`src/rtl/fu_pkg.sv`:
```
// Shared types and constants for the function-unit writeback stage: entry layout,
// occupancy encoding and status-register bit positions.
package fu_pkg;

  localparam int DATA_W     = 10;
  localparam int REG_ADDR_W = 3;

  localparam int SR_Z = 0;
  localparam int SR_C = 1;
  localparam int SR_N = 2;
  localparam int SR_V = 3;

  typedef struct packed {
    logic [DATA_W-1:0]     data;
    logic                  z;
    logic                  c;
    logic                  n;
    logic                  v;
    logic [REG_ADDR_W-1:0] da;
    logic                  rw;
    logic                  fl;
  } wb_entry_t;

  typedef enum logic [1:0] {
    EMPTY = 2'd0,
    ONE   = 2'd1,
    TWO   = 2'd2
  } occ_e;

endpackage

```
`src/rtl/fu_skid_queue2.sv`:
```
// Two-entry in-order FIFO of writeback entries held in head/tail registers.
// Handshake: a transfer happens on a rising edge where valid and ready are both high;
// ready is registered, and the entry at the head stays stable until it is popped.
module fu_skid_queue2
  import fu_pkg::*;
(
  input  logic      clk_i,
  input  logic      rst_ni,
  input  logic      push_valid_i,
  output logic      push_ready_o,
  input  wb_entry_t push_entry_i,
  output logic      pop_valid_o,
  input  logic      pop_ready_i,
  output wb_entry_t head_o,
  output wb_entry_t tail_o,
  output occ_e      occ_o
);

  occ_e      state_q;
  wb_entry_t head_q;
  wb_entry_t tail_q;
  logic      ready_q;
  logic      push;
  logic      pop;

  assign push = push_valid_i & ready_q;
  assign pop  = (state_q != EMPTY) & pop_ready_i;

  always_ff @(posedge clk_i) begin
    if (!rst_ni) begin
      state_q <= EMPTY;
      head_q  <= '0;
      tail_q  <= '0;
      ready_q <= 1'b1;
    end else begin
      case (state_q)
        EMPTY: begin
          if (push) begin
            head_q  <= push_entry_i;
            state_q <= ONE;
          end
          ready_q <= 1'b1;
        end
        ONE: begin
          // Simultaneous push and pop replaces the single entry in place.
          if (push && pop) begin
            head_q  <= push_entry_i;
            ready_q <= 1'b1;
          end else if (push) begin
            tail_q  <= push_entry_i;
            state_q <= TWO;
            ready_q <= 1'b0;
          end else if (pop) begin
            state_q <= EMPTY;
            ready_q <= 1'b1;
          end
        end
        TWO: begin
          if (pop) begin
            head_q  <= tail_q;
            state_q <= ONE;
            ready_q <= 1'b1;
          end
        end
        default: begin
          state_q <= EMPTY;
          ready_q <= 1'b1;
        end
      endcase
    end
  end

  assign push_ready_o = ready_q;
  assign pop_valid_o  = (state_q != EMPTY);
  assign head_o       = head_q;
  assign tail_o       = tail_q;
  assign occ_o        = state_q;

endmodule

```
`src/rtl/fu_writeback_stage.sv`:
```
// Writeback stage: queues function-unit results, retires them in order to the register
// file, maintains the status register and forwards the youngest pending register write.
module fu_writeback_stage
  import fu_pkg::*;
(
  input  logic                  CLK,
  input  logic                  RESET_N,
  input  logic                  in_valid,
  output logic                  in_ready,
  input  logic [DATA_W-1:0]     F,
  input  logic                  Z_in,
  input  logic                  C_in,
  input  logic                  N_in,
  input  logic                  V_in,
  input  logic [REG_ADDR_W-1:0] DA,
  input  logic                  RW,
  input  logic                  FL,
  input  logic                  out_ready,
  output logic                  rf_we,
  output logic                  out_valid,
  output logic [REG_ADDR_W-1:0] rf_addr,
  output logic [DATA_W-1:0]     rf_data,
  output logic [3:0]            SR,
  output logic                  fwd_valid,
  output logic [REG_ADDR_W-1:0] fwd_addr,
  output logic [DATA_W-1:0]     fwd_data
);

  wb_entry_t in_entry;
  wb_entry_t head;
  wb_entry_t tail;
  occ_e      occ;
  logic      pop;
  logic [3:0] sr_q;
  logic [3:0] sr_d;

  assign in_entry = '{data: F, z: Z_in, c: C_in, n: N_in, v: V_in, da: DA, rw: RW, fl: FL};

  fu_skid_queue2 u_queue (
    .clk_i        (CLK),
    .rst_ni       (RESET_N),
    .push_valid_i (in_valid),
    .push_ready_o (in_ready),
    .push_entry_i (in_entry),
    .pop_valid_o  (out_valid),
    .pop_ready_i  (out_ready),
    .head_o       (head),
    .tail_o       (tail),
    .occ_o        (occ)
  );

  assign pop     = out_valid & out_ready;
  assign rf_we   = out_valid & head.rw;
  assign rf_addr = head.da;
  assign rf_data = head.data;

  always_comb begin
    sr_d = sr_q;
    if (pop && head.fl) begin
      sr_d[SR_Z] = head.z;
      sr_d[SR_C] = head.c;
      sr_d[SR_N] = head.n;
      sr_d[SR_V] = head.v;
    end
  end

  always_ff @(posedge CLK) begin
    if (!RESET_N) sr_q <= 4'b0000;
    else          sr_q <= sr_d;
  end

  assign SR = sr_q;

  // The tail is younger than the head, so a writing tail shadows the head.
  always_comb begin
    fwd_valid = 1'b0;
    fwd_addr  = '0;
    fwd_data  = '0;
    if (occ == TWO && tail.rw) begin
      fwd_valid = 1'b1;
      fwd_addr  = tail.da;
      fwd_data  = tail.data;
    end else if (occ != EMPTY && head.rw) begin
      fwd_valid = 1'b1;
      fwd_addr  = head.da;
      fwd_data  = head.data;
    end
  end

endmodule

```
`config.mk`:
```
export PLATFORM = sky130hd
export DESIGN_NAME = fu_writeback_stage
export DESIGN_NICKNAME = d
export VERILOG_FILES = /design/src/rtl/fu_pkg.sv /design/src/rtl/fu_skid_queue2.sv /design/src/rtl/fu_writeback_stage.sv
export SDC_FILE = /design/constraint.sdc
export NUM_CORES = 1
export LEC_CHECK = 0
export ABC_AREA = 1
export BUFFER_PORTS_ARGS = -buffer_cell sky130_fd_sc_hd__buf_4
export CORE_MARGIN = 3
export CORE_UTILIZATION = 45
export DETAILED_ROUTE_END_ITERATION = 6
export MAX_ROUTING_LAYER = met4
export PLACE_DENSITY = 0.72
export SYNTH_ARGS = -nofsm -noshare
export SYNTH_HDL_FRONTEND = slang
export SYNTH_SLANG_ARGS = --single-unit
```
`constraint.sdc`:
```
create_clock -name CLK -period 1.7 [get_ports CLK]
set_input_delay 0.17 -clock CLK [delete_from_list [all_inputs] [get_ports CLK]]
set_output_delay 0.17 -clock CLK [all_outputs]
set_load 0.005 [all_outputs]
```
==> flow_summary.toml, run 1 <==
[timing]
rsz0062_at_grt = "true"
slew_headroom_pct = 78.3
fin_crit_ps = 1650
setup_viol = 0
fmaxAchievable_ghz = 0.605
holdWs_ps = 156
worstMarginPinSlew_ps = 324
hold_violations = 0
skew_ps = 4.70
setup_ws_ps = 47.3
drv_slew = 0
finalCritPeriodShare_pct = 97.2

[yosys]
syn_nets = 415
synth_flop_cell = "dfxtp_1"
syn_area_um2 = 2550
yosys_warnings = 0
yosysTopAreaCellShare_pct = 35.4
synth_edf_count = 0
ys_top_cells_by_count = "nand2_1, inv_1, dfxtp_1, nand3_1, a21oi_1"
ys_types = 24
synth_cells = 388
yosysSeqAreaShare_pct = 35.4
async_flop_share_pct = 0
synth_largest_area_cell = "dfxtp_1"
syn_area_per_cell_um2 = 6.57
synth_seq_cells = 45
synth_most_common_cell = "nand2_1"
synth_area_leaders = "dfxtp_1, nand2_1, inv_1"

[clocking]
cts_sinks = 45
cts_made_buffers = 5
clk_path_buf_depth = 2
root_buffer = "clkbuf_8"
cts_max_level = 2
cts_tree = "built"
clkTransAtPathRegs_ps = 90
cts-hold-fix-buffers = 0
clk_latency_ps = 300

[placed_design]
gp_congestion = 0.891
dpl_worst_slack_ps = 81.5
placed_cells = 499
hpwl_um = 4520
port-buffer-count = 56

[global_route]
grt_max_degree = 21
grt_pass1_vias = 2267
antenna_found_initial = 0
grt_remaining_overflow = 0
grt_usage_pct = 20.9
grt_pass1_wl_um = 10500

[worst_setup_path]
critPathMaxFanout = 5
cp_data_required_time_ps = 1530
arrival_ps = 1480
end_kind = "primary output"
path_class = "flop to primary output"
start_kind = "flop"

[power_and_ir_drop]
max-vdd-ir-drop_v = 0.000894
cellPowerDensity_nw_per_um2 = 1440
p_leak_nw = 1.54
total_power_mw = 4.60

[hold_path]
min_path_type = "primary input to flop"

[die]
initial_utilization_pct = 48.0
core_um2 = 5300
die_h_um = 81.2
die-area_um2 = 6600
row_count = 26
die_w_um = 81.2
ios = 57

[final_layout]
finalNonFillerCells = 512
drive_gt1_share_pct = 24.4
n_fill_cell = 516
diodes = 0
multi_input_comb_area_um2 = 1270
seqCellArea_um2 = 903
syn_to_final_growth_pct = 25.5
nets = 468

[detailed_routing]
drc = 0
drtAntennaViolNets = 0
vias = 2479
first_iter_violations = 214
firstDrtPassIters = 4
wl_per_cell_um = 12.6
via_per_inst = 4.84
drt-total-wl_um = 6460

[status]
outcome = "completed"

[run]
drv_cap = 0
==> area by class of cell <==
cell class                      instances  share of cell area [%]
Multi-Input combinational cell        249                    39.9
Sequential cell                        45                    28.2
Timing Repair Buffer                   80                    19.2
Inverter                               60                    7.12
Tap cell                               70                    2.74
Clock buffer                            5                    2.15
Clock inverter                          3                   0.704
==> per-stage QoR <==
stage	cell area, um2	TNS [ps]	utilization (%)
after detailed placement	2990	0	56.4
after CTS	3140	0	59.3
final	3200	0	60.3
after floorplan	2550	0	-
after global routing	3200	-108	60.3
after global placement	2990	0	56.4
==> logic make-up (layout without fill, tap and decap cells) <==
family                   Yosys count  count (layout)  synth area share (%)
AND/OR/NAND/NOR                  192             192                  35.2
buffers and inverters             94             148                  17.0
AO/OA/AOI/OAI                     53              53                  10.5
flip-flops                        45              45                  35.4
adder cells (fa/ha/maj)            4               4                  1.96
==> layout by cell type (no fill, tap or decap), drive strengths merged <==
cell / n
a21oi: 25
and2: 19
buf: 80
clkbuf: 5
clkinv: 1
clkinvlp: 3
dfxtp: 45
ha: 4
inv: 59
nand2: 101
nand3: 27
nand4: 19
nor2: 26
o21ai: 27
o22ai: 1
==> path summary, 6_finish.rpt <==
path,start,to,slack (ps),cells after the start
min reg2reg,SR[3],SR[3],460,2
max reg2reg,u_queue.occ_o[0],u_queue.tail_o[10],130,8
min,C_in,u_queue.tail_o[7],160,3
max,u_queue.occ_o[1],fwd_addr[0],50,7
==> registers in the layout, summed over array words and instances (netlist names) <==
register / count
u_queue.occ_o: 2
SR: 4
u_queue.tail_o: 19
u_queue.head_o: 19
u_queue.push_ready_o: 1
==> power breakdown <==
part | total, mW | internal [mW] | switching, mW
registers | 1.56 | 1.36 | 0.200
clock network | 0.676 | 0.289 | 0.388
logic | 2.36 | 0.999 | 1.37
==> routing by layer <==
metal | up-vias | share of wire [%] | track usage [%]
li1 | 1301 | - | -
met4 | 0 | 1.9 | 5.74
met5 | - | 0 | -
met3 | 11 | 5.2 | 3.66
met2 | 66 | 46 | 33.5
met1 | 1101 | 47 | 27.2
==> worst max-delay path, cell delays in order, from the launching register on <==
cell and delay, ps:
dfxtp_2 330, buf_4 140, ha_4 170, nand2_4 100, buf_4 160, nand3_1 80, o21ai_0 70, buf_4 130
==> what timing repair did <==
item | in CTS | in global routing
cloned | 1 | 3
gates resized for setup | 15 | 20
pin swaps | 0 | 3
setup endpoints to repair | 15 | 14
setup buffers | 1 | 0
Note: power is estimated with default switching activity, not from simulation.
==> inputs of run 2 (changes only) <==
Settings changed: SYNTH_HIERARCHICAL set to 1.
==> run 2 against run 1 <==
Against the previous run:
- sequential cell count stayed put
- sequential power up 10%
- non-clock buffer count is 6 lower
- global-route usage is 0.61 points lower
- setup slack improved by 41 ps
- area after synthesis down 4.3%
- final area down 3.5%
- clock power is 16% higher
- first-iteration DRC count grew 8.9%
- critical endpoint is now fwd_data[8]
- largest cell class unchanged
- largest power group unchanged
- highest routed layer unchanged
==> flow_summary.toml, run 2 <==
[yosys]
synth_edf_count = 0
synth_flop_cell = "dfxtp_1"
yosysTopAreaCellShare_pct = 36.9
syn_area_um2 = 2440
synth_area_leaders = "dfxtp_1, nand2_1, nor2_1"
ys_types = 23
synth_largest_area_cell = "dfxtp_1"
ys_top_cells_by_count = "nand2_1, nor2_1, dfxtp_1, nand3_1, a21oi_1"
yosysSeqAreaShare_pct = 36.9
syn_area_per_cell_um2 = 7.07
async_flop_share_pct = 0
synth_most_common_cell = "nand2_1"
synth_seq_cells = 45
yosys_warnings = 6
synth_cells = 345
syn_nets = 372

[worst_setup_path]
end_kind = "primary output"
critPathMaxFanout = 9
path_class = "flop to primary output"
rrSetupSlack_ps = 110
arrival_ps = 1440
cp_data_required_time_ps = 1530
start_kind = "flop"
ff2ff_path_depth = 9

[global_route]
antenna_found_initial = 0
grt_remaining_overflow = 0
grt_usage_pct = 20.3
grt_max_degree = 46
grt_pass1_vias = 2031
grt_pass1_wl_um = 9810

[run]
drv_cap = 0

[detailed_routing]
drt-total-wl_um = 6340
vias = 2400
via_per_inst = 5.08
firstDrtPassIters = 4
wl_per_cell_um = 13.4
first_iter_violations = 233
drc = 0
drtAntennaViolNets = 0

[status]
outcome = "completed"

[final_layout]
syn_to_final_growth_pct = 26.6
n_fill_cell = 502
nets = 429
diodes = 0
layout_commonest_cell = "nand2_1"
drive_gt1_share_pct = 25.6
final_cell_mix = "nand2_1, nor2_1, buf_4"

[hold_path]
hold_path_depth = 3
min_path_type = "primary input to flop"

[clocking]
clkTransAtPathRegs_ps = 80
cts_made_buffers = 5
root_buffer = "clkbuf_8"
cts-hold-fix-buffers = 0
cts_tree = "built"
cts_sinks = 45
clk_path_buf_depth = 2
clk_latency_ps = 300
cts_max_level = 2

[power_and_ir_drop]
cellPowerDensity_nw_per_um2 = 1610
p_leak_nw = 1.50
power_frac_seq_pct = 34.6
switching_share_pct = 41.0
switchingPower_mw = 2.04
max-vdd-ir-drop_v = 0.000681
p_comb_share_pct = 49.7
power.share.clock_pct = 15.7
internal_power_mw = 2.94

[die]
row_count = 26
ios = 57
core_um2 = 5170
die-area_um2 = 6340
initial_utilization_pct = 47.1
die_w_um = 79.6
die_h_um = 79.6

[placed_design]
port-buffer-count = 56
hpwl_um = 4560
gp_congestion = 0.909
dpl_worst_slack_ps = 191

[timing]
slew_headroom_pct = 70.7
setup_viol = 0
setup_ws_ps = 88.2
worstMarginPinSlew_ps = 440
skew_ps = 6.15
fmaxAchievable_ghz = 0.620
tns_ps = 0
drv_slew = 0
finalCritPeriodShare_pct = 94.8
hold_violations = 0
fin_crit_ps = 1610
run 2: cell types whose count changed in the layout (fill, tap and decap cells not counted), sizes merged, moves of 3 or more:
| cell | change |
|---|---|
| buf | -6 |
| a21boi | +19 |
| inv | -43 |
| o21ai | -7 |
| nor2 | +46 |
| nand4 | -6 |
| nand3 | +12 |
| nand2 | -31 |
| and2 | -19 |
| a21oi | -3 |
| clkinvlp | -3 |
run 2: final cells by class:
| type | instances | area, um2 | share of cell area [%] |
|---|---|---|---|
| clock buffer | 5 | 68.8 | 2.23 |
| tap | 70 | 87.6 | 2.84 |
| multi-input combinational | 260 | 1320 | 42.7 |
| timing repair buffer | 74 | 613 | 19.9 |
| clock inverter | 2 | 35.0 | 1.13 |
| inverter | 16 | 62.6 | 2.03 |
| sequential | 45 | 901 | 29.2 |
run 2: worst max-delay path, cell delays in order (launching register included):
cell     delay [ps]
dfxtp_1         380
buf_6           170
nor2_4           70
nor2_8          140
buf_4           140
nand3_2          60
nand2_1          80
buf_4           110
run 2: kinds of logic after synthesis:
| group | after synthesis | share of synthesized area (%) |
|---|---|---|
| buffers and inverters | 40 | 9.18 |
| adders and majority gates | 4 | 2.05 |
| and+or+nand+nor | 194 | 37.0 |
| AOI/OAI and AO/OA | 62 | 14.8 |
| DFF | 45 | 36.9 |
run 2: worst paths after layout:
check                         start                 end
setup / recovery   u_queue/occ_o[1]         fwd_data[8]
hold / removal                 F[7]  u_queue/tail_o[16]
setup reg to reg   u_queue/occ_o[1]  u_queue/head_o[13]
hold reg to reg   u_queue/head_o[5]   u_queue/head_o[5]
run 2: routing by layer:
metal | GRT usage [%] | up-vias | routed length (um)
li1 | - | 1250 | -
met1 | 28.9 | 1064 | 3030
met2 | 29.8 | 80 | 2800
met3 | 2.93 | 6 | 461
met4 | 6.19 | 0 | 58
met5 | - | - | 0
run 2: power by group through the flow:
stage | clock network (mW) | logic (mW) | registers (mW)
global placement | 0 | 2.34 | 1.73
finish | 0.782 | 2.48 | 1.72
CTS | 0.801 | 2.45 | 1.72
detailed placement | 0 | 2.38 | 1.74
floorplan | 0 | 1.68 | 1.71
global route | 0.834 | 2.75 | 1.77
run 2: repair_timing:
action,CTS,global route
buffers inserted,4,2
gates resized for setup,2,4
endpoints found under the setup margin,11,9
pin swaps,2,0
run 2: metrics by stage:
stage | instance area [um2] | instances | hold slack (ps) | utilization, % | total power [mW]
4_1_cts | 3070 | 470 | 95.9 | 59.3 | 4.97
6_report | 3090 | 472 | 102 | 59.7 | 4.98
2_1_floorplan | 2440 | 345 | 290 | - | 3.39
3_3_place_gp | 2900 | 459 | 406 | 56.0 | 4.07
3_5_place_dp | 2900 | 459 | 411 | 56.0 | 4.13
5_1_grt | 3090 | 472 | 112 | 59.7 | 5.36
==> inputs of run 3 (changes only) <==
Settings changed: CAP_MARGIN set to 5, CORE_UTILIZATION 45 to 25, PLACE_DENSITY 0.72 to 0.46, TNS_END_PERCENT set to 5.
==> run 3 against run 2 <==
Against the previous run:
- sequential power barely moved
- hold slack improved by 2.1 ps
- critical path type unchanged
- maximum frequency rose by 0.63%
- final area rose by 3.3%
- first-iteration DRC count fell by 51%
- global-route usage fell by 6.8 points
- die area rose by 73%
==> flow_summary.toml, run 3 (synthesized netlist as in run 2, its figures left out) <==
[final_layout]
finalNonFillerCells = 530
nets = 428
syn_to_final_growth_pct = 30.7
n_fill_cell = 1071
layout_commonest_cell = "nand2_1"
final_cell_mix = "nand2_1, nor2_1, buf_4"
drive_gt1_share_pct = 26.4
diodes = 0

[detailed_routing]
first_iter_violations = 115
vias = 2314
wl_per_cell_um = 13.4
drtAntennaViolNets = 0
drc = 0
drt-total-wl_um = 7110
via_per_inst = 4.37
firstDrtPassIters = 4

[worst_setup_path]
startpoint = "u_queue/occ_o[1]"
ff2ff_path_depth = 10
end_kind = "primary output"
cp_cell_sequence = "buf_12 -> nor2_4 -> nor2_8 -> buf_12 -> nand3_2 -> nand2_1 -> buf_4"
crit-reg2reg-launch = "u_queue/occ_o[0]"
rrSetupSlack_ps = 110
cpMaxStageDelayCell = "dfxtp_4"
critPathMaxStageDelay_ps = 380
cp-endpoint = "fwd_data[8]"
start_kind = "flop"
arrival_ps = 1430
r2r-end = "u_queue/head_o[15]"
cp_data_required_time_ps = 1530
critPathMostFrequentCell = "buf_12"
critPathMaxFanout = 15
path_class = "flop to primary output"

[power_and_ir_drop]
power_frac_seq_pct = 34.9
switching_share_pct = 42.2
cellPowerDensity_nw_per_um2 = 1560
p_leak_nw = 1.47
switchingPower_mw = 2.10
p_comb_share_pct = 51.7
power.share.clock_pct = 13.5
internal_power_mw = 2.88
max-vdd-ir-drop_v = 0.000488

[global_route]
grt_remaining_overflow = 0
antenna_found_initial = 0
grt_pass1_wl_um = 11700
grt_usage_pct = 13.5
grt_pass1_vias = 2223
grt_max_degree = 46

[status]
outcome = "completed"

[hold_path]
min_path_type = "primary input to flop"

[timing]
worstMarginPinSlew_ps = 462
skew_ps = 9.46
hold_violations = 0
setup_viol = 0
holdWs_ps = 105
tns_ps = 0
finalCritPeriodShare_pct = 94.2
rsz0062_at_grt = "true"
fmaxAchievable_ghz = 0.624
slew_headroom_pct = 69.2
fin_crit_ps = 1600
drv_slew = 0

[placed_design]
hpwl_um = 4990
gp_congestion = 0.855
placed_cells = 514
port-buffer-count = 56

[clocking]
clk_path_buf_depth = 2
cts_tree = "built"
clkTransAtPathRegs_ps = 80
cts_sinks = 45
cts_max_level = 2
cts-hold-fix-buffers = 0
root_buffer = "clkbuf_8"
cts_made_buffers = 5
clk_latency_ps = 300

[die]
ios = 57
row_count = 35
die-area_um2 = 11000
initial_utilization_pct = 26.0
core_um2 = 9370
die_h_um = 105
die_w_um = 105

[run]
drv_cap = 0
## run 3: power by group through the flow
stage / combinational, mW / sequential, mW / clock, mW
after floorplan: 1.68 / 1.71 / 0
after global placement: 2.37 / 1.75 / 0
after detailed placement: 2.40 / 1.75 / 0
after CTS: 2.48 / 1.73 / 0.710
after global routing: 2.90 / 1.80 / 0.748
final: 2.57 / 1.74 / 0.671
## run 3: worst min-delay path by stage
| stage | startpoint | end | slack [ps] | cells past startpoint |
|---|---|---|---|---|
| after detailed placement | Z_in | u_queue/tail_o[8] | 410 | 3 |
| after global placement | F[0] | u_queue/tail_o[9] | 410 | 3 |
| after global routing | F[0] | u_queue/tail_o[9] | 100 | 3 |
| final | C_in | u_queue/tail_o[7] | 100 | 3 |
| after CTS | Z_in | u_queue/tail_o[8] | 100 | 3 |
| after floorplan | RESET_N | SR[0] | 290 | 2 |
## run 3: metal layers
metal,wire length [um],track usage (%)
met4,116,3.66
met2,3090,19.3
met1,3600,19.6
met3,303,2.16
met5,0,-
## run 3: cell type report
| type | count | area (um2) | area share, % |
|---|---|---|---|
| inverters | 16 | 71.3 | 2.24 |
| repair buffers | 72 | 619 | 19.4 |
| well taps | 129 | 161 | 5.06 |
| multi-input cells | 260 | 1340 | 42.0 |
| repair inverters | 1 | 5.00 | 0.157 |
| clock buffers | 7 | 86.3 | 2.71 |
| flip-flops and latches | 45 | 906 | 28.4 |
## run 3: critical path, delay by kind of cell, from the launching register on
family	cells	cell delay [ps]
flops	1	380
buf+inv	3	430
simple gates	4	330
## run 3: timing repair
| item | 4_1_cts | 5_1_grt |
|---|---|---|
| pin swaps | 1 | 2 |
| resized for setup | 3 | 15 |
| setup endpoints to repair | 14 | 52 |
| cloned | 0 | 1 |
| setup buffers | 6 | 2 |
## run 3: per-stage QoR
stage	power [mW]	util [%]	setup slack [ps]	instance area, um2
after global routing	5.45	34.0	-19.4	3190
after floorplan	3.39	-	58.5	2440
after detailed placement	4.16	31.5	18.6	2950
after CTS	4.92	33.3	1.04	3120
after global placement	4.12	31.5	60.2	2950
final	4.98	34.0	98.3	3190
